**src/rtl/uart_pixel_stream_rx.sv**
```systemverilog
// UART-to-framebuffer receive path: 8N1 receiver, first-word-fall-through byte FIFO,
// and a header-locked pixel assembler that writes into a frame buffer.
//
// state   | meaning
// HUNT    | discard bytes until 0xAA
// SYNC2   | expect 0x55 to lock; a repeated 0xAA keeps waiting
// COLLECT | shift BYTES_PER_PIXEL bytes into the pixel register
// EMIT    | hold pixel_we until the sink accepts it
// DONE    | one-cycle frame_done, address rewinds
module uart_pixel_stream_rx #(
  parameter  int CLK_FREQ        = 100_000_000,
  parameter  int BAUD            = 115_200,
  parameter  int BYTES_PER_PIXEL = 3,
  parameter  int FRAME_PIXELS    = 40800,
  parameter  int FIFO_DEPTH      = 16,
  parameter  int TIMEOUT_CYCLES  = 1_000_000,
  localparam int PIX_W           = 8 * BYTES_PER_PIXEL,
  localparam int ADDR_W          = $clog2(FRAME_PIXELS)
) (
  input  logic              clk,
  input  logic              reset,
  input  logic              rx,
  input  logic              pixel_ready,
  output logic [PIX_W-1:0]  pixel_data,
  output logic              pixel_we,
  output logic [ADDR_W-1:0] pixel_addr,
  output logic              frame_done,
  output logic              frame_error,
  output logic              overrun,
  output logic              framing_err
);
  localparam int DIV   = CLK_FREQ / (BAUD * 16);
  localparam int DIV_W = (DIV > 1) ? $clog2(DIV) : 1;
  localparam int FA_W  = $clog2(FIFO_DEPTH);
  localparam int BC_W  = (BYTES_PER_PIXEL > 1) ? $clog2(BYTES_PER_PIXEL) : 1;
  localparam int TO_W  = $clog2(TIMEOUT_CYCLES + 1);
  localparam logic [DIV_W-1:0]  DIV_LOAD  = DIV_W'(DIV - 1);
  localparam logic [BC_W-1:0]   BC_LAST   = BC_W'(BYTES_PER_PIXEL - 1);
  localparam logic [ADDR_W-1:0] ADDR_LAST = ADDR_W'(FRAME_PIXELS - 1);
  localparam logic [TO_W-1:0]   TO_LOAD   = TO_W'(TIMEOUT_CYCLES);
  localparam logic [FA_W:0]     FIFO_FULL = (FA_W + 1)'(FIFO_DEPTH);

  logic rx_meta, rx_sync, rx_prev;

  always_ff @(posedge clk or posedge reset) begin
    if (reset) begin
      rx_meta <= 1'b1;
      rx_sync <= 1'b1;
      rx_prev <= 1'b1;
    end else begin
      rx_meta <= rx;
      rx_sync <= rx_meta;
      rx_prev <= rx_sync;
    end
  end

  typedef enum logic [1:0] {RX_IDLE, RX_START, RX_DATA, RX_STOP} rx_state_t;
  rx_state_t        rx_state, rx_state_d;
  logic [DIV_W-1:0] div_cnt;
  logic [3:0]       tick_cnt;
  logic [2:0]       bit_cnt;
  logic [7:0]       rx_shift;
  logic             tick, clr_tick, sample_bit, byte_valid, set_ferr;

  assign tick = (div_cnt == '0);

  always_comb begin
    rx_state_d = rx_state;
    clr_tick   = 1'b0;
    sample_bit = 1'b0;
    byte_valid = 1'b0;
    set_ferr   = 1'b0;
    case (rx_state)
      RX_IDLE: if (rx_prev && !rx_sync) begin
        rx_state_d = RX_START;
        clr_tick   = 1'b1;
      end
      // Mid start bit: a line already back high was only a glitch.
      RX_START: if (tick && tick_cnt == 4'd7) begin
        clr_tick   = 1'b1;
        rx_state_d = rx_sync ? RX_IDLE : RX_DATA;
      end
      RX_DATA: if (tick && tick_cnt == 4'd15) begin
        sample_bit = 1'b1;
        if (bit_cnt == 3'd7) rx_state_d = RX_STOP;
      end
      RX_STOP: if (tick && tick_cnt == 4'd15) begin
        rx_state_d = RX_IDLE;
        byte_valid = rx_sync;
        set_ferr   = !rx_sync;
      end
      default: rx_state_d = RX_IDLE;
    endcase
  end

  always_ff @(posedge clk or posedge reset) begin
    if (reset) begin
      rx_state    <= RX_IDLE;
      div_cnt     <= DIV_LOAD;
      tick_cnt    <= '0;
      bit_cnt     <= '0;
      rx_shift    <= '0;
      framing_err <= 1'b0;
    end else begin
      rx_state <= rx_state_d;
      if (clr_tick || tick) div_cnt <= DIV_LOAD;
      else                  div_cnt <= div_cnt - 1'b1;
      if (clr_tick)  tick_cnt <= '0;
      else if (tick) tick_cnt <= tick_cnt + 1'b1;
      if (clr_tick)        bit_cnt <= '0;
      else if (sample_bit) bit_cnt <= bit_cnt + 1'b1;
      if (sample_bit) rx_shift <= {rx_sync, rx_shift[7:1]};
      if (set_ferr) framing_err <= 1'b1;
    end
  end

  logic [7:0]      fifo_mem [FIFO_DEPTH];
  logic [FA_W-1:0] wr_ptr, rd_ptr;
  logic [FA_W:0]   fifo_cnt;
  logic [7:0]      fifo_dout;
  logic            fifo_empty, fifo_full, push, pop;

  assign fifo_empty = (fifo_cnt == '0);
  assign fifo_full  = (fifo_cnt == FIFO_FULL);
  // A pop in the same cycle frees a slot, so a full FIFO can still accept.
  assign push       = byte_valid && (!fifo_full || pop);
  assign fifo_dout  = fifo_mem[rd_ptr];

  always_ff @(posedge clk) begin
    if (push) fifo_mem[wr_ptr] <= rx_shift;
  end

  always_ff @(posedge clk or posedge reset) begin
    if (reset) begin
      wr_ptr   <= '0;
      rd_ptr   <= '0;
      fifo_cnt <= '0;
      overrun  <= 1'b0;
    end else begin
      if (push) wr_ptr <= wr_ptr + 1'b1;
      if (pop)  rd_ptr <= rd_ptr + 1'b1;
      case ({push, pop})
        2'b10:   fifo_cnt <= fifo_cnt + 1'b1;
        2'b01:   fifo_cnt <= fifo_cnt - 1'b1;
        default: fifo_cnt <= fifo_cnt;
      endcase
      if (byte_valid && !push) overrun <= 1'b1;
    end
  end

  typedef enum logic [2:0] {HUNT, SYNC2, COLLECT, EMIT, DONE} asm_state_t;
  asm_state_t      state, state_d;
  logic [BC_W-1:0] byte_cnt;
  logic [TO_W-1:0] idle_cnt;
  logic            start_frame, shift_byte, addr_inc, abort, timed_out, counting;

  assign timed_out = (idle_cnt == '0);
  assign counting  = (state == SYNC2) || (state == COLLECT);

  always_comb begin
    state_d     = state;
    pop         = 1'b0;
    start_frame = 1'b0;
    shift_byte  = 1'b0;
    addr_inc    = 1'b0;
    abort       = 1'b0;
    case (state)
      HUNT: if (!fifo_empty) begin
        pop = 1'b1;
        if (fifo_dout == 8'hAA) state_d = SYNC2;
      end
      SYNC2: if (!fifo_empty) begin
        pop = 1'b1;
        if (fifo_dout == 8'h55) begin
          state_d     = COLLECT;
          start_frame = 1'b1;
        end else if (fifo_dout != 8'hAA) begin
          state_d = HUNT;
        end
      end else if (timed_out) begin
        state_d = HUNT;
        abort   = 1'b1;
      end
      COLLECT: if (!fifo_empty) begin
        pop        = 1'b1;
        shift_byte = 1'b1;
        if (byte_cnt == BC_LAST) state_d = EMIT;
      end else if (timed_out) begin
        state_d = HUNT;
        abort   = 1'b1;
      end
      EMIT: if (pixel_ready) begin
        if (pixel_addr == ADDR_LAST) begin
          state_d = DONE;
        end else begin
          state_d  = COLLECT;
          addr_inc = 1'b1;
        end
      end
      DONE:    state_d = HUNT;
      default: state_d = HUNT;
    endcase
  end

  assign pixel_we    = (state == EMIT);
  assign frame_done  = (state == DONE);
  assign frame_error = abort;

  always_ff @(posedge clk or posedge reset) begin
    if (reset) begin
      state      <= HUNT;
      pixel_data <= '0;
      pixel_addr <= '0;
      byte_cnt   <= '0;
      idle_cnt   <= TO_LOAD;
    end else begin
      state <= state_d;
      if (start_frame || abort || state == DONE) pixel_addr <= '0;
      else if (addr_inc)                         pixel_addr <= pixel_addr + 1'b1;
      if (start_frame || abort) byte_cnt <= '0;
      else if (shift_byte)      byte_cnt <= (byte_cnt == BC_LAST) ? '0 : byte_cnt + 1'b1;
      // First byte of a pixel ends up in the MSBs.
      if (abort)           pixel_data <= '0;
      else if (shift_byte) pixel_data <= (pixel_data << 8) | PIX_W'(fifo_dout);
      if (pop || !counting) idle_cnt <= TO_LOAD;
      else if (!timed_out)  idle_cnt <= idle_cnt - 1'b1;
    end
  end

endmodule

```
**config.mk**
```make
export PLATFORM = sky130hd
export DESIGN_NAME = uart_pixel_stream_rx
export DESIGN_NICKNAME = d
export VERILOG_FILES = /design/src/rtl/uart_pixel_stream_rx.sv
export SDC_FILE = /design/constraint.sdc
export NUM_CORES = 1
export LEC_CHECK = 0
export ABC_CLOCK_PERIOD_IN_PS = 3050
export BUFFER_PORTS_ARGS = -buffer_cell sky130_fd_sc_hd__buf_2
export CAP_MARGIN = 20
export CORE_ASPECT_RATIO = 1.4
export CORE_MARGIN = 2
export CORE_UTILIZATION = 45
export CTS_BUF_LIST = sky130_fd_sc_hd__clkbuf_2
export CTS_CLUSTER_SIZE = 40
export DETAILED_ROUTE_END_ITERATION = 10
export MAX_ROUTING_LAYER = met4
export SLEW_MARGIN = 15
export SYNTH_ARGS = -nofsm -noshare
export SYNTH_HDL_FRONTEND = slang
export SYNTH_SLANG_ARGS = --single-unit
```
**constraint.sdc**
```tcl
create_clock -name clk -period 3.05 [get_ports clk]
set_clock_uncertainty 0.05 [all_clocks]
set_input_delay 0.305 -clock clk [delete_from_list [all_inputs] [get_ports clk]]
set_output_delay 0.305 -clock clk [all_outputs]
set_load 0.02 [all_outputs]
```
==> flow_summary.json, run 1 <==
{
  "yosysWarningCount": 0,
  "critical_path.slowest_cell": "sky130_fd_sc_hd__or4_4",
  "placed_standard_cell_area_mm2": 0.0109,
  "cts_max_level": 2,
  "timing.critical_path.slowest_cell_delay_ns": 0.54,
  "core_area_mm2": 0.0219,
  "unrepaired_setup_endpoints_after_global_routing": "yes",
  "largest_family_of_logic_cells_by_synthesized_area": "simple AND/OR/NAND/NOR gates",
  "worst-slew-pin-transition_ns": 0.999,
  "vias": 6464,
  "timing.max_cap.violations": 0,
  "count_of_nets_left_with_antenna_violations_after_detail_routing": 0,
  "p_per_area_mw_per_mm2": 518,
  "synth_edf_count": 128,
  "r2r_setup_slack_ns": 0.13,
  "number_of_placed_instances_with_taps_included": 1069,
  "viasPerCell": 5.43,
  "synthesis.area_mm2": 0.0100,
  "areaGrowthSynthToFinish_pct": 15.9,
  "timing.critical_path.from_type": "flop",
  "wl_um": 22800,
  "synthCells": 712,
  "later_pin_clock_latency_in_the_skew_report_ns": 0.86,
  "cp_max_fo": 4,
  "drcViolationCount": 0,
  "num_io_pins": 49,
  "tritoncts_num_sinks": 234,
  "initial_core_util_pct": 46.0,
  "postSynth.asyncResetShare_pct": 45.3,
  "floorplan.rows": 64,
  "grt_first_pass_wirelength_um": 36200,
  "first_pass_iters": 4,
  "detailedRoute.firstIterationViolations": 425,
  "critical_path_start_end_classification": "flop to primary output",
  "finalPower_uw": 6030,
  "p_leak_uw": 0.00433,
  "maxSlewHeadroom_pct": 33.1,
  "synth_compound_area_share_pct": 5.64,
  "max_rail_drop_vdd_v": 0.000169,
  "total_nets_final": 866,
  "timing.critical_path.cells": "or4_4 -> or4_4 -> nor4_4 -> buf_6 -> buf_6",
  "synthesis.area_per_instance_um2": 14.1,
  "grt_start_max_net_pins": 65,
  "io_buffers": 48,
  "die_h_um": 181,
  "synth.area.mux_share_pct": 9.68,
  "synth.net_count": 731,
  "critical_path.endpoint_type": "primary output",
  "synth-seq-cells": 234,
  "cts_tree": "done",
  "final-hold-violation-count": 0,
  "post-route-min-period_ns": 3.05,
  "gr-total-overflow": 0,
  "timing.final.max_slew_violations": 0,
  "timing.final.crit_share_pct": 100,
  "seq_area_frac_synth_pct": 64.8,
  "final_design_area_no_fill_mm2": 0.0116,
  "yosys.area_share.adder_pct": 1.87,
  "path_clk_slew_ns": 0.11,
  "setup_ws_ns": -0.00255,
  "yosys.cell_types.count": 63,
  "outcome": "finished with violations",
  "gp_congestion": 0.805,
  "post_layout_nonfiller_instances": 1190,
  "clock_root_buffer": "sky130_fd_sc_hd__clkbuf_2",
  "share_of_synthesized_cell_area_in_and_or_nand_and_nor_gates_pct": 11.9,
  "dp_hpwl_um": 15100,
  "worst-endpoint-required_ns": 2.69,
  "antenna_found_initial": 1,
  "min-delay-path-class": "primary input to flop",
  "violated_checks": "setup timing",
  "die_area_mm2": 0.0236,
  "max_freq_mhz": 328,
  "post_synth_xor_xnor_area_pct": 4.01,
  "grtUsageTotal_pct": 20.6,
  "final-setup-viol-count": 1,
  "first_global_vias": 6777,
  "wl_per_instance_um": 19.1,
  "dieWidth_um": 130,
  "cts-buffers-inserted": 54,
  "ys_dominant_reg_cell": "sky130_fd_sc_hd__edfxtp_1",
  "arrival_ns": 2.70,
  "cts-root-to-sink-buffers": 3,
  "drive_above_1_share_pct": 30.9
}
-- through the flow --
| stage | worst slack (ns) | setup TNS, ns | hold WS (ns) | util (%) |
|---|---|---|---|---|
| after floorplan | 0.0306 | 0 | 0.259 | - |
| final | -0.00255 | -0.00255 | 0.0981 | 53.3 |
| after CTS | -0.0474 | -0.0474 | 0.00179 | 52.7 |
| after global routing | -0.115 | -0.115 | 0.0291 | 53.3 |
| after detailed placement | 0.000620 | 0 | 0.141 | 49.9 |
| after global placement | 0.0451 | 0 | 0.140 | 49.9 |
-- layout by cell type (no fill, tap or decap), types with 4 or more instances in the layout --
cell type | netlist | final
sky130_fd_sc_hd__edfxtp_1 | 128 | 128
sky130_fd_sc_hd__dfrtp_1 | 92 | 91
sky130_fd_sc_hd__clkbuf_2 | 0 | 83
sky130_fd_sc_hd__buf_4 | 2 | 52
sky130_fd_sc_hd__nand2_1 | 50 | 50
sky130_fd_sc_hd__buf_2 | 2 | 48
sky130_fd_sc_hd__nor2_1 | 48 | 42
sky130_fd_sc_hd__nor3_1 | 29 | 26
sky130_fd_sc_hd__xnor2_1 | 25 | 25
sky130_fd_sc_hd__mux4_2 | 23 | 25
sky130_fd_sc_hd__mux2i_1 | 24 | 24
sky130_fd_sc_hd__xor2_1 | 21 | 21
sky130_fd_sc_hd__nor4_1 | 21 | 20
sky130_fd_sc_hd__nand3_1 | 17 | 17
sky130_fd_sc_hd__a21oi_1 | 16 | 16
sky130_fd_sc_hd__inv_1 | 16 | 15
sky130_fd_sc_hd__a22o_1 | 15 | 15
sky130_fd_sc_hd__ha_1 | 15 | 15
sky130_fd_sc_hd__clkinv_1 | 0 | 14
sky130_fd_sc_hd__dfstp_2 | 14 | 14
sky130_fd_sc_hd__o21ai_0 | 13 | 13
sky130_fd_sc_hd__nand4_1 | 12 | 12
sky130_fd_sc_hd__mux2_2 | 12 | 11
sky130_fd_sc_hd__a221oi_1 | 8 | 8
sky130_fd_sc_hd__or3_1 | 8 | 7
sky130_fd_sc_hd__and2_1 | 6 | 6
sky130_fd_sc_hd__nor2_2 | 0 | 6
sky130_fd_sc_hd__nor2b_1 | 5 | 5
sky130_fd_sc_hd__buf_12 | 0 | 5
sky130_fd_sc_hd__or4_4 | 1 | 4
sky130_fd_sc_hd__nand2b_1 | 4 | 4
sky130_fd_sc_hd__dlygate4sd3_1 | 0 | 4
-- sequential cells by signal, summed over array words and instances (netlist names), 4 cells and up, named ones only --
signal and count:
fifo_mem 128, idle_cnt 20, tick_cnt 4, fifo_cnt 5
div_cnt 6, rx_shift 8, wr_ptr 4, pixel_data 24
pixel_addr 16, rd_ptr 4
-- worst max-delay path: cells and delay by family (launching register included) --
family        cells  cell delay (ns)
simple gates      3             1.20
flops             1             0.39
buf+inv           2             0.26
-- repair_timing --
| item | in CTS | in global routing |
|---|---|---|
| gates cloned | 1 | 0 |
| hold buffers | 4 | 0 |
| endpoints found under the setup margin | 2 | 36 |
| pin swaps | 1 | 2 |
| endpoints found under the hold margin | 111 | 0 |
| buffers inserted | 4 | 9 |
| resized for setup | 12 | 11 |
-- routing by layer --
metal	GRT usage (%)	wire length, µm	up-vias
li1	-	-	2985
met1	22.5	8570	3267
met2	37.1	12900	178
met3	3.58	899	34
met4	6.97	376	0
met5	-	0	-
-- cell type report --
class | count | area [µm²]
well taps | 297 | 372
flip-flops and latches | 234 | 6520
fillers | 1861 | 10200
inverters | 17 | 67.6
repair buffers | 112 | 805
multi-input cells | 428 | 3380
clock buffers | 83 | 415
diodes | 1 | 2.50
clock inverters | 18 | 82.6
-- cell families after synthesis --
kind of cell / count (synthesis)
and+or+nand+nor: 226
adders and majority gates: 15
AOI/OAI and AO/OA: 79
xor gates and xnor gates: 46
muxes: 62
buffers and inverters: 50
DFF: 234
-- cell usage after synthesis, drive strengths merged, types with 2 or more instances --
cell type,n,area share [%]
o31ai,3,0.22
a221oi,8,0.70
a21oi,16,0.80
nand2b,4,0.25
or4,7,0.56
nor3b,2,0.15
nand4,12,0.75
nand3,17,0.85
or3,8,0.50
mux2,12,1.3
clkbuf,23,0.86
dfrtp,92,23
and3,2,0.12
nor2b,5,0.31
nand3b,2,0.15
a41oi,2,0.17
a31o,2,0.17
o21bai,2,0.15
a22oi,3,0.22
nor2,48,1.8
nand2,50,1.9
o21ai,14,0.70
a22o,15,1.3
ha,15,1.9
nor4b,2,0.39
edfxtp,128,38
or3b,2,0.17
or2,2,0.12
nor4,22,1.5
o41ai,2,0.17
dfstp,14,3.7
xnor2,25,2.2
o211ai,2,0.15
inv,17,0.64
mux4,26,5.9
and2,6,0.37
mux2i,24,2.4
xor2,21,1.8
a21o,2,0.15
buf,10,0.62
nand4b,2,0.17
nor3,29,1.4
-- report_power, final --
part	internal, µW	switching [µW]
combinational	218	253
sequential	3470	124
clock	737	1230
total	4420	1610
-- worst paths after layout --
check | start | endpoint | cells past startpoint
max | idle_cnt[2] | frame_error | 5
min | rx | rx_meta | 2
max reg2reg | rd_ptr[0] | byte_cnt[1] | 8
min reg2reg | rx_meta | rx_sync | 0
max in group asynchronous | reset | rd_ptr[0] | 5
min in group asynchronous | reset | pixel_addr[3] | 4
Note: power is estimated with default switching activity, not from simulation.
==> run 2, diff against run 1 <==
- SETUP_SLACK_MARGIN: unset -> 0.1
==> run 2 against run 1 <==
The flow now finishes without violations. Die area unchanged. Register-to-register slack lost 0.07 ns. Via count rose by 1.2%. Sequential cell count did not move. First-iteration DRC count fell by 10%. Fmax increased by 2.2%. Global-route usage grew 0.17 points. Sequential power about the same. Routed wire length is 1.3% higher.
==> flow_summary.json, run 2 (synthesis results as in run 1) <==
{
  "grt_first_pass_wirelength_um": 36600,
  "drcViolationCount": 0,
  "timing.final.max_slew_violations": 0,
  "cts-buffers-inserted": 55,
  "final_cell_mix": "128 x sky130_fd_sc_hd__edfxtp_1, 91 x sky130_fd_sc_hd__dfrtp_1, 80 x sky130_fd_sc_hd__clkbuf_2, 61 x sky130_fd_sc_hd__buf_4",
  "fillCellCount": 1834,
  "detail_route.wirelength.met1_um": 8950,
  "first_pass_iters": 5,
  "post_layout_nonfiller_instances": 1192,
  "timing.final.crit_share_pct": 97.9,
  "cts_tree": "done",
  "grtUsageTotal_pct": 20.7,
  "count_of_nets_left_with_antenna_violations_after_detail_routing": 0,
  "outcome": "finished clean",
  "power.share.sequential_pct": 58.9,
  "internal_power_uw": 4490,
  "critical_path_start_end_classification": "flop to flop",
  "total_nets_final": 872,
  "wl_per_instance_um": 19.3,
  "wl_um": 23000,
  "viasPerCell": 5.49,
  "worst-slew-pin-transition_ns": 0.752,
  "first_global_vias": 6934,
  "max_rail_drop_vdd_v": 0.000194,
  "power_switching_uw": 1610,
  "largest_register_ff_count": 128,
  "p_leak_uw": 0.00437,
  "wl_met2_um": 12600,
  "arrival_ns": 3.64,
  "post-route-min-period_ns": 2.99,
  "cp_max_fo": 8,
  "gr-total-overflow": 0,
  "die_area_mm2": 0.0236,
  "worst-endpoint-required_ns": 3.70,
  "finalSetupTns_ns": 0,
  "die_h_um": 181,
  "clock_root_buffer": "sky130_fd_sc_hd__clkbuf_2",
  "num_io_pins": 49,
  "number_of_placed_instances_with_taps_included": 1074,
  "topRoutingLayerUsed": "met4",
  "final-setup-viol-count": 0,
  "antenna_found_initial": 1,
  "commonest_non_fill_non_tap_cell_in_the_layout": "sky130_fd_sc_hd__edfxtp_1",
  "later_pin_clock_latency_in_the_skew_report_ns": 0.84,
  "largest_register": "fifo_mem",
  "routed-wl-met3_um": 887,
  "initial_core_util_pct": 46.0,
  "dieWidth_um": 130,
  "p_per_area_mw_per_mm2": 521,
  "cts_max_level": 2,
  "vias": 6544,
  "grt_start_max_net_pins": 75,
  "comb_power_share_pct": 7.9,
  "timing.max_cap.violations": 0,
  "gp_congestion": 0.855,
  "tritoncts_num_sinks": 234,
  "drive_above_1_share_pct": 31.0,
  "critical_path.endpoint_type": "flop",
  "io_buffers": 48,
  "dp_hpwl_um": 15400,
  "unrepaired_setup_endpoints_after_global_routing": "yes",
  "maxSlewHeadroom_pct": 49.8,
  "min-delay-path-class": "primary input to async pin",
  "switching_share_of_total_power_pct": 26.4,
  "areaGrowthSynthToFinish_pct": 16.4,
  "cts-root-to-sink-buffers": 3,
  "path_clk_slew_ns": 0.11,
  "max_freq_mhz": 335,
  "floorplan.rows": 64,
  "core_area_mm2": 0.0219,
  "largestRegisters": "fifo_mem x128, pixel_data x24, idle_cnt x20",
  "detailedRoute.firstIterationViolations": 382,
  "final-hold-violation-count": 0,
  "timing.critical_path.from_type": "flop",
  "power_frac_clock_pct": 33.2
}
[run 2: cell count changes in the layout (fill, tap and decap cells not counted), sizes merged]
cell    before  now
bufbuf       0    1
buf        108  112
bufinv       0    1
clkbuf      83   80
inv         17   16
[run 2: layout make-up]
class / count / area, µm² / area share (%)
diodes: 1 / 2.50 / 0.0214
flip-flops and latches: 234 / 6520 / 55.7
repair buffers: 117 / 846 / 7.23
clock buffers: 80 / 400 / 3.42
multi-input cells: 428 / 3380 / 28.9
well taps: 297 / 372 / 3.18
clock inverters: 18 / 110 / 0.942
inverters: 17 / 67.6 / 0.578
[run 2: worst paths after layout]
path,startpoint,endpoint,slack (ns),depth (start not counted)
worst max-delay path,rd_ptr[0],byte_cnt[1],0.06,5
worst min-delay path,reset,framing_err,0.10,3
worst max register to register,rd_ptr[0],byte_cnt[1],0.06,5
worst min register to register,rx_meta,rx_sync,0.32,0
max in group asynchronous,reset,idle_cnt[14],1.95,4
min in group clk,rx_meta,rx_sync,0.32,0
[run 2: per-layer routing]
| layer | vias up | global-route usage [%] |
|---|---|---|
| met1 | 3338 | 23.1 |
| met5 | - | - |
| met4 | 0 | 8.04 |
| met3 | 54 | 3.73 |
| li1 | 2996 | - |
| met2 | 156 | 36.4 |
[run 2: worst max-delay path, cell delays in order, from the launching register on]
cell                      delay [ns]
sky130_fd_sc_hd__dfrtp_2        0.53
sky130_fd_sc_hd__mux4_2         0.54
sky130_fd_sc_hd__mux4_2         0.49
sky130_fd_sc_hd__or4_4          0.43
sky130_fd_sc_hd__or4b_4         0.54
sky130_fd_sc_hd__a32o_1         0.27
[run 2: power groups by stage]
stage	Clock [µW]	Sequential, µW	Combinational (µW)
2_1_floorplan	0	3630	329
3_3_place_gp	0	3650	401
3_5_place_dp	0	3660	431
4_1_cts	2110	3590	476
5_1_grt	2260	3610	542
6_report	2020	3590	483
[run 2: metrics by stage]
step                util (%)  hold WS, ns  instance area, µm²  worst slack, ns  total power (µW)
floorplan                  -        0.259               10100            0.105              3960
global route            53.5        0.111               11700          -0.0504              6410
global placement        50.0        0.296               10900           0.0944              4050
CTS                     53.1       0.0492               11600          0.00391              6170
detailed placement      50.1        0.300               10900           0.0267              4100
finish                  53.5        0.104               11700           0.0625              6100
[run 2: what timing repair did]
action	4_1_cts	5_1_grt
pin swaps	1	4
setup buffers	8	6
resized for setup	9	8
endpoints found under the hold margin	36	0
setup endpoints to repair	18	122
gates cloned	1	0
hold buffers	4	0
